## config.mk

```make
export PLATFORM = sky130hd
export DESIGN_NAME = mips_muldiv_unit
export DESIGN_NICKNAME = d
export VERILOG_FILES = /design/src/rtl/mips_muldiv_pkg.sv /design/src/rtl/mips_muldiv_unit_step.sv /design/src/rtl/mips_muldiv_unit.sv
export SDC_FILE = /design/constraint.sdc
export NUM_CORES = 1
export LEC_CHECK = 0
export CAP_MARGIN = 30
export CORE_ASPECT_RATIO = 1.4
export CORE_MARGIN = 2
export CORE_UTILIZATION = 55
export CTS_BUF_LIST = sky130_fd_sc_hd__clkbuf_4
export CTS_CLUSTER_DIAMETER = 60
export DETAILED_ROUTE_END_ITERATION = 16
export DONT_BUFFER_PORTS = 1
export GPL_ROUTABILITY_DRIVEN = 0
export MAX_ROUTING_LAYER = met4
export PLACE_DENSITY = 0.77
export SLEW_MARGIN = 20
export SYNTH_ARGS = -nofsm -noshare
export SYNTH_HDL_FRONTEND = slang
export SYNTH_SLANG_ARGS = --single-unit
```

## constraint.sdc

```tcl
create_clock -name clk -period 6.9 [get_ports clk]
set_input_delay 1.035 -clock clk [delete_from_list [all_inputs] [get_ports clk]]
set_output_delay 1.035 -clock clk [all_outputs]
set_load 0.01 [all_outputs]
```

## src/rtl/mips_muldiv_pkg.sv

```systemverilog
// Shared types for the iterative HI/LO multiply/divide unit.
package mips_muldiv_pkg;

    // Operation select driven by the core's decoder.
    typedef enum logic [2:0] {
        MULT  = 3'd0,
        MULTU = 3'd1,
        DIV   = 3'd2,
        DIVU  = 3'd3,
        MTHI  = 3'd4,
        MTLO  = 3'd5
    } muldiv_op_t;

    // Sequencer states: wait for work, iterate, apply signs and commit.
    typedef enum logic [1:0] {
        IDLE = 2'd0,
        CALC = 2'd1,
        FIX  = 2'd2
    } muldiv_state_t;

    // True for the four operations that run through the iterative datapath.
    function automatic logic is_arith_op(input muldiv_op_t o);
        return (o == MULT) || (o == MULTU) || (o == DIV) || (o == DIVU);
    endfunction

    // True for the operations that treat operands as two's complement.
    function automatic logic is_signed_op(input muldiv_op_t o);
        return (o == MULT) || (o == DIV);
    endfunction

    // True for the division operations.
    function automatic logic is_div_op(input muldiv_op_t o);
        return (o == DIV) || (o == DIVU);
    endfunction

endpackage

```

## src/rtl/mips_muldiv_unit_step.sv

```systemverilog
// One radix-2 step of the magnitude datapath, purely combinational.
// Multiply: {rem,quo} is the running product, quo shifting the multiplier
// out at the bottom while the partial sum grows into rem.
// Divide: {rem,quo} shifts left; quo carries the dividend in and collects
// quotient bits, rem holds the partial remainder (restoring algorithm).
module muldiv_step #(
    parameter int WIDTH = 32
) (
    input  logic             is_div,
    input  logic [WIDTH-1:0] d,
    input  logic [WIDTH-1:0] rem_in,
    input  logic [WIDTH-1:0] quo_in,
    output logic [WIDTH-1:0] rem_out,
    output logic [WIDTH-1:0] quo_out
);

    logic [WIDTH:0] sum;
    logic [WIDTH:0] shifted;
    logic           fits;

    // Select between a shift-add and a restoring shift-subtract step.
    always_comb begin
        sum     = {1'b0, rem_in} + (quo_in[0] ? {1'b0, d} : '0);
        shifted = {rem_in, quo_in[WIDTH-1]};
        fits    = (shifted >= {1'b0, d});
        rem_out = rem_in;
        quo_out = quo_in;
        if (is_div) begin
            // The partial remainder stays below d, so the W-bit difference
            // never loses a significant bit.
            if (fits) begin
                rem_out = shifted[WIDTH-1:0] - d;
                quo_out = {quo_in[WIDTH-2:0], 1'b1};
            end else begin
                rem_out = shifted[WIDTH-1:0];
                quo_out = {quo_in[WIDTH-2:0], 1'b0};
            end
        end else begin
            rem_out = sum[WIDTH:1];
            quo_out = {sum[0], quo_in[WIDTH-1:1]};
        end
    end

endmodule

```

## src/rtl/mips_muldiv_unit.sv

```systemverilog
// Iterative multiply/divide unit owning the HI/LO registers.
// Optional feature macro: MULDIV_EARLY_OUT_EN -- a mult/div whose op_b is
// zero skips the iteration phase and commits one cycle after acceptance.
module mips_muldiv_unit
    import mips_muldiv_pkg::*;
#(
    parameter int WIDTH          = 32,
    parameter int BITS_PER_CYCLE = 1
) (
    input  logic             clk,
    input  logic             reset_n,
    input  logic             clk_enable,
    input  logic             start,
    input  muldiv_op_t       op,
    input  logic [WIDTH-1:0] op_a,
    input  logic [WIDTH-1:0] op_b,
    output logic             busy,
    output logic             done,
    output logic [WIDTH-1:0] hi,
    output logic [WIDTH-1:0] lo
);

    localparam int ITER  = WIDTH / BITS_PER_CYCLE;
    localparam int CNT_W = $clog2(ITER + 1);

    muldiv_state_t    state_q, state_d;
    logic             busy_q, busy_d;
    logic             done_q, done_d;
    logic [WIDTH-1:0] hi_q, hi_d;
    logic [WIDTH-1:0] lo_q, lo_d;
    logic [CNT_W-1:0] cnt_q, cnt_d;
    logic [WIDTH-1:0] rem_q, rem_d;
    logic [WIDTH-1:0] quo_q, quo_d;
    logic [WIDTH-1:0] d_q, d_d;
    logic [WIDTH-1:0] a_q, a_d;
    logic             is_div_q, is_div_d;
    logic             neg_q, neg_d;
    logic             rem_neg_q, rem_neg_d;
    logic             zero_q, zero_d;

    logic             a_neg, b_neg;
    logic [WIDTH-1:0] abs_a, abs_b;
    logic [WIDTH-1:0] fix_quot, fix_rem;
    logic [2*WIDTH-1:0] prod_mag, fix_prod;

    logic [WIDTH-1:0] chain_rem [0:BITS_PER_CYCLE];
    logic [WIDTH-1:0] chain_quo [0:BITS_PER_CYCLE];

    // Conditional two's-complement negation of a WIDTH-bit value.
    function automatic logic [WIDTH-1:0] neg_if(input logic c, input logic [WIDTH-1:0] x);
        return c ? -x : x;
    endfunction

    assign chain_rem[0] = rem_q;
    assign chain_quo[0] = quo_q;

    // BITS_PER_CYCLE radix-2 steps cascaded within one CALC cycle.
    for (genvar g = 0; g < BITS_PER_CYCLE; g++) begin : g_step
        muldiv_step #(
            .WIDTH (WIDTH)
        ) u_step (
            .is_div  (is_div_q),
            .d       (d_q),
            .rem_in  (chain_rem[g]),
            .quo_in  (chain_quo[g]),
            .rem_out (chain_rem[g+1]),
            .quo_out (chain_quo[g+1])
        );
    end

    // Next-state and datapath selection for the sequencer.
    always_comb begin
        state_d   = state_q;
        busy_d    = busy_q;
        done_d    = 1'b0;
        hi_d      = hi_q;
        lo_d      = lo_q;
        cnt_d     = cnt_q;
        rem_d     = rem_q;
        quo_d     = quo_q;
        d_d       = d_q;
        a_d       = a_q;
        is_div_d  = is_div_q;
        neg_d     = neg_q;
        rem_neg_d = rem_neg_q;
        zero_d    = zero_q;

        // Operand magnitudes for an incoming request.
        a_neg = is_signed_op(op) & op_a[WIDTH-1];
        b_neg = is_signed_op(op) & op_b[WIDTH-1];
        abs_a = neg_if(a_neg, op_a);
        abs_b = neg_if(b_neg, op_b);

        // Signed results for the commit cycle.
        prod_mag = {rem_q, quo_q};
        fix_prod = neg_q ? -prod_mag : prod_mag;
        fix_quot = neg_if(neg_q, quo_q);
        fix_rem  = neg_if(rem_neg_q, rem_q);

        case (state_q)
            IDLE: begin
                if (start) begin
                    if (op == MTHI) begin
                        hi_d = op_a;
                    end else if (op == MTLO) begin
                        lo_d = op_a;
                    end else if (is_arith_op(op)) begin
                        is_div_d  = is_div_op(op);
                        d_d       = is_div_op(op) ? abs_b : abs_a;
                        quo_d     = is_div_op(op) ? abs_a : abs_b;
                        rem_d     = '0;
                        a_d       = op_a;
                        neg_d     = a_neg ^ b_neg;
                        rem_neg_d = a_neg;
                        zero_d    = (op_b == '0);
                        cnt_d     = '0;
                        busy_d    = 1'b1;
`ifdef MULDIV_EARLY_OUT_EN
                        state_d   = (op_b == '0) ? FIX : CALC;
`else
                        state_d   = CALC;
`endif
                    end
                end
            end
            CALC: begin
                rem_d = chain_rem[BITS_PER_CYCLE];
                quo_d = chain_quo[BITS_PER_CYCLE];
                cnt_d = cnt_q + CNT_W'(1);
                if (cnt_q == CNT_W'(ITER - 1)) begin
                    state_d = FIX;
                end
            end
            FIX: begin
                if (is_div_q) begin
                    // Divide by zero returns all ones and the raw dividend,
                    // independent of operand signs.
                    if (zero_q) begin
                        lo_d = '1;
                        hi_d = a_q;
                    end else begin
                        lo_d = fix_quot;
                        hi_d = fix_rem;
                    end
                end else begin
                    hi_d = fix_prod[2*WIDTH-1:WIDTH];
                    lo_d = fix_prod[WIDTH-1:0];
                end
                busy_d  = 1'b0;
                done_d  = 1'b1;
                state_d = IDLE;
            end
            default: begin
                busy_d  = 1'b0;
                state_d = IDLE;
            end
        endcase
    end

    // Sequencer and datapath registers; clk_enable low freezes everything.
    always_ff @(posedge clk or negedge reset_n) begin
        if (!reset_n) begin
            state_q   <= IDLE;
            busy_q    <= 1'b0;
            done_q    <= 1'b0;
            hi_q      <= '0;
            lo_q      <= '0;
            cnt_q     <= '0;
            rem_q     <= '0;
            quo_q     <= '0;
            d_q       <= '0;
            a_q       <= '0;
            is_div_q  <= 1'b0;
            neg_q     <= 1'b0;
            rem_neg_q <= 1'b0;
            zero_q    <= 1'b0;
        end else if (clk_enable) begin
            state_q   <= state_d;
            busy_q    <= busy_d;
            done_q    <= done_d;
            hi_q      <= hi_d;
            lo_q      <= lo_d;
            cnt_q     <= cnt_d;
            rem_q     <= rem_d;
            quo_q     <= quo_d;
            d_q       <= d_d;
            a_q       <= a_d;
            is_div_q  <= is_div_d;
            neg_q     <= neg_d;
            rem_neg_q <= rem_neg_d;
            zero_q    <= zero_d;
        end
    end

    assign busy = busy_q;
    assign done = done_q;
    assign hi   = hi_q;
    assign lo   = lo_q;

endmodule

```

==> impl_metrics.csv <==
group,metric,value,unit
logic_synthesis,seq_area_frac_synth,30.08,%
logic_synthesis,synth_edf_count,0,
route,routed_wl,61280,µm
critical_path,worstReg2RegStart,"quo_q[16]$_DFFE_PN0P_",
critical_path,crit_chain,"or3_1 -> or3_1 -> or4_1 -> or3_1 -> or4_1 -> a21oi_1 -> a21oi_1 -> o21ai_1 -> nand3_1",
grt,grtUsageTotal,37.73,%
logic_synthesis,synth_ff_type,"dfrtp_1",
logic_synthesis,syn_inst,2266,
logic_synthesis,muxShareOfSynthArea,3.365,%
clock_tree,post_cts_buffers,0,
clock_tree,cts.sink_count,206,
floorplanning,dieWidth,153.2,µm
logic_synthesis,syn_area_per_cell,7.564,µm²
logic_synthesis,syn-cell-area,17140,µm²
sta,tns,0,ns
grt,grt_pass1_wl,93920,µm
clock_tree,clk_path_buf_depth,3,
pwr,total_leakage_power,7.660,nW
logic_synthesis,synth_nets,2408,
sta,final_hold_viol_count,0,
pwr,power,8.371,mW
critical_path,cp.arrival,4.53,ns
floorplanning,fp.dieH,212.9,µm
grt,antenna_found_initial,1,
clock_tree,worstSkewPairLatency,0.75,ns
critical_path,crit_fanout,10,
critical_path,r2r_cells,9,
finish,multiInputGateArea,11170,µm²
logic_synthesis,synth_top_family_by_area,"compound AO/OA/AOI/OAI gates",
clock_tree,cts_buffers,52,
logic_synthesis,synthSimpleGateAreaFrac,20.61,%
critical_path,cp_common_cell,"or3_1",
critical_path,required,7.52,ns
placement,placed_cells,2515,
critical_path,r2r_slack,2.99,ns
clock_tree,clock-root-buffer,"clkbuf_4",
critical_path,cp_slowest_stage_delay,0.71,ns
logic_synthesis,synth_area_leaders,"dfrtp_1, o21ai_0, nand2_1",
worst_hold_path,hold_class,"in -> async",
floorplanning,num_rows,76,
sta,worst_pin_slew,1.053,ns
sta,rsz0062_at_grt,"no",
route,drc,0,
clock_tree,clk_pin_slew,0.08,ns
sta,fmax,255.8,MHz
sta,setup-violations-final,0,
placement,dp_hpwl,44850,µm
logic_synthesis,synth_fa_ha_area_share,5.270,%
floorplanning,dieArea,32610,µm²
critical_path,worst-path-buf-inv,0,
grt,grt_max_degree,186,
critical_path,critical_path.top_delay_family,"simple AND/OR/NAND/NOR gates",
sta,fin_ws,2.991,ns
route,antenna_left,0,
route,vias,17670,
logic_synthesis,synth_top_area_share,30.08,%
sta,min_period,3.909,ns
pwr,power_density,465.1,nW/µm²
logic_synthesis,ys_top_cells_by_count,"nand2_1, o21ai_0, dfrtp_1",
flow_run,max-cap-violations,0,
clock_tree,post_cts_resized,0,
grt,grt_pass1_vias,16710,
critical_path,path_class,"reg -> reg",
finish,syn_to_final_growth,5.001,%
floorplanning,pin_count,137,
pwr,worst_ir_drop_vdd,187.9,µV
route,drt-initial-drc-count,2273,
critical_path,cpMaxStageDelayCell,"or4_1",
placement,pre_cts_ws,3.102,ns
sta,period_share,56.65,%
grt,grt.overflow.total,0,
critical_path,cp-end-kind,"flop",
logic_synthesis,post-synth-top-count-cell,"nand2_1",
floorplanning,coreArea,30710,µm²
route,wire_per_inst,23.43,µm
finish,regArea,5159,µm²
critical_path,regToRegEndpoint,"hi[27]$_DFFE_PN0P_",
finish,fill_cells,2768,
run_status,status,"finished clean",
logic_synthesis,synth_xor_xnor_area_share,8.993,%
logic_synthesis,ys_seq_elements,206,
sta,whs,0.1059,ns
logic_synthesis,ys_types,80,
finish,nNetsFinal,2325,
sta,drv_slew,0,
placement,port_buffers,0,
sta,fin_skew,0.04049,ns
route,drt-pass1-iter-count,6,
logic_synthesis,synth-compound-area-share,26.59,%
sta,max_slew_margin,29.81,%
floorplanning,initial_core_util,55.80,%
logic_synthesis,synthArstFlopShare,100.0,%
route,viasPerCell,6.757,
finish,drive_gt1_share,6.250,%
clock_tree,ctsHtreeMaxLevel,2,
logic_synthesis,yosysTopAreaCell,"dfrtp_1",
critical_path,startpoint_type,"flop",
logic_synthesis,yosysWarnings,0,
clock_tree,cts_tree,"built",
finish,stdcell_count,2615,
-- layer usage --
layer	up-vias	track usage, %	wire length, µm
met2	1204	56.85	26740
met3	291	8.869	7222
met4	0	28.19	5403
met1	8190	43.91	21920
met5	-	-	0
li1	7985	-	-
-- power by group --
part / internal [mW] / total (mW) / switching [mW]
Clock: 0.540 / 1.11 / 0.573
Sequential: 1.70 / 2.51 / 0.806
Combinational: 1.89 / 4.75 / 2.87
-- placed cells by master, fill, tap and decap left out, drive strengths merged, types with 11 or more instances in the layout --
master	count
nand2b	27
xor2	74
nor3	51
a21o	25
a21oi	181
nand2	337
nor2	190
o41ai	12
inv	62
buf	26
mux2i	52
o21a	12
nor2b	15
clkinv	24
dfrtp	206
or4	20
xnor2	102
a211oi	20
clkbuf	68
o31ai	26
o21ai	268
nand3	45
a22oi	13
o22ai	40
a31oi	24
or3	33
o211ai	29
nand4	11
nor4	11
and2	12
ha	69
-- flip-flops by register name (all words and copies together), names as in the netlist --
| signal | cells |
|---|---|
| neg_q | 1 |
| d_q | 32 |
| done | 1 |
| rem_q | 32 |
| state_q | 2 |
| is_div_q | 1 |
| cnt_q | 6 |
| lo | 32 |
| zero_q | 1 |
| a_q | 32 |
| hi | 32 |
| busy | 1 |
| quo_q | 32 |
| rem_neg_q | 1 |
-- cell families (layout without fill, tap and decap cells) --
logic type | after synthesis | after routing
fa+ha+maj | 71 | 71
other cells | 0 | 1
compound gates | 747 | 747
buf+inv | 225 | 183
flops | 206 | 206
xor+xnor | 176 | 176
simple gates | 784 | 784
mux | 57 | 57
-- cell type report --
type	count	share of cell area, %
Timing Repair Buffer	26	1.502
Sequential cell	206	28.66
Inverter	62	1.293
Multi-Input combinational cell	1835	62.06
Clock inverter	27	0.9177
Tap cell	390	2.711
Clock buffer	68	2.836
Antenna cell	1	0.01390
-- worst max path at each step --
stage,startpoint,endpoint,cells after the start
floorplan,quo_q[8]$_DFFE_PN0P_,hi[27]$_DFFE_PN0P_,12
global placement,quo_q[0]$_DFFE_PN0P_,hi[14]$_DFFE_PN0P_,10
detailed placement,quo_q[16]$_DFFE_PN0P_,hi[27]$_DFFE_PN0P_,9
CTS,quo_q[16]$_DFFE_PN0P_,hi[27]$_DFFE_PN0P_,9
global route,quo_q[0]$_DFFE_PN0P_,rem_q[30]$_DFFE_PN0P_,13
finish,quo_q[16]$_DFFE_PN0P_,hi[27]$_DFFE_PN0P_,9
-- repair_timing --
| item | CTS | global route |
|---|---|---|
| endpoints found under the setup margin | 0 | 0 |
| endpoints found under the hold margin | 185 | 0 |
| hold buffers | 2 | 0 |
-- through the flow --
step                      utilization (%)  area [µm²]
final                               58.60       18000
after global routing                58.60       18000
after CTS                           58.47       17960
after detailed placement            56.12       17240
after global placement              55.95       17180
after floorplan                         -       17140
(Power assumes the default switching activity.)
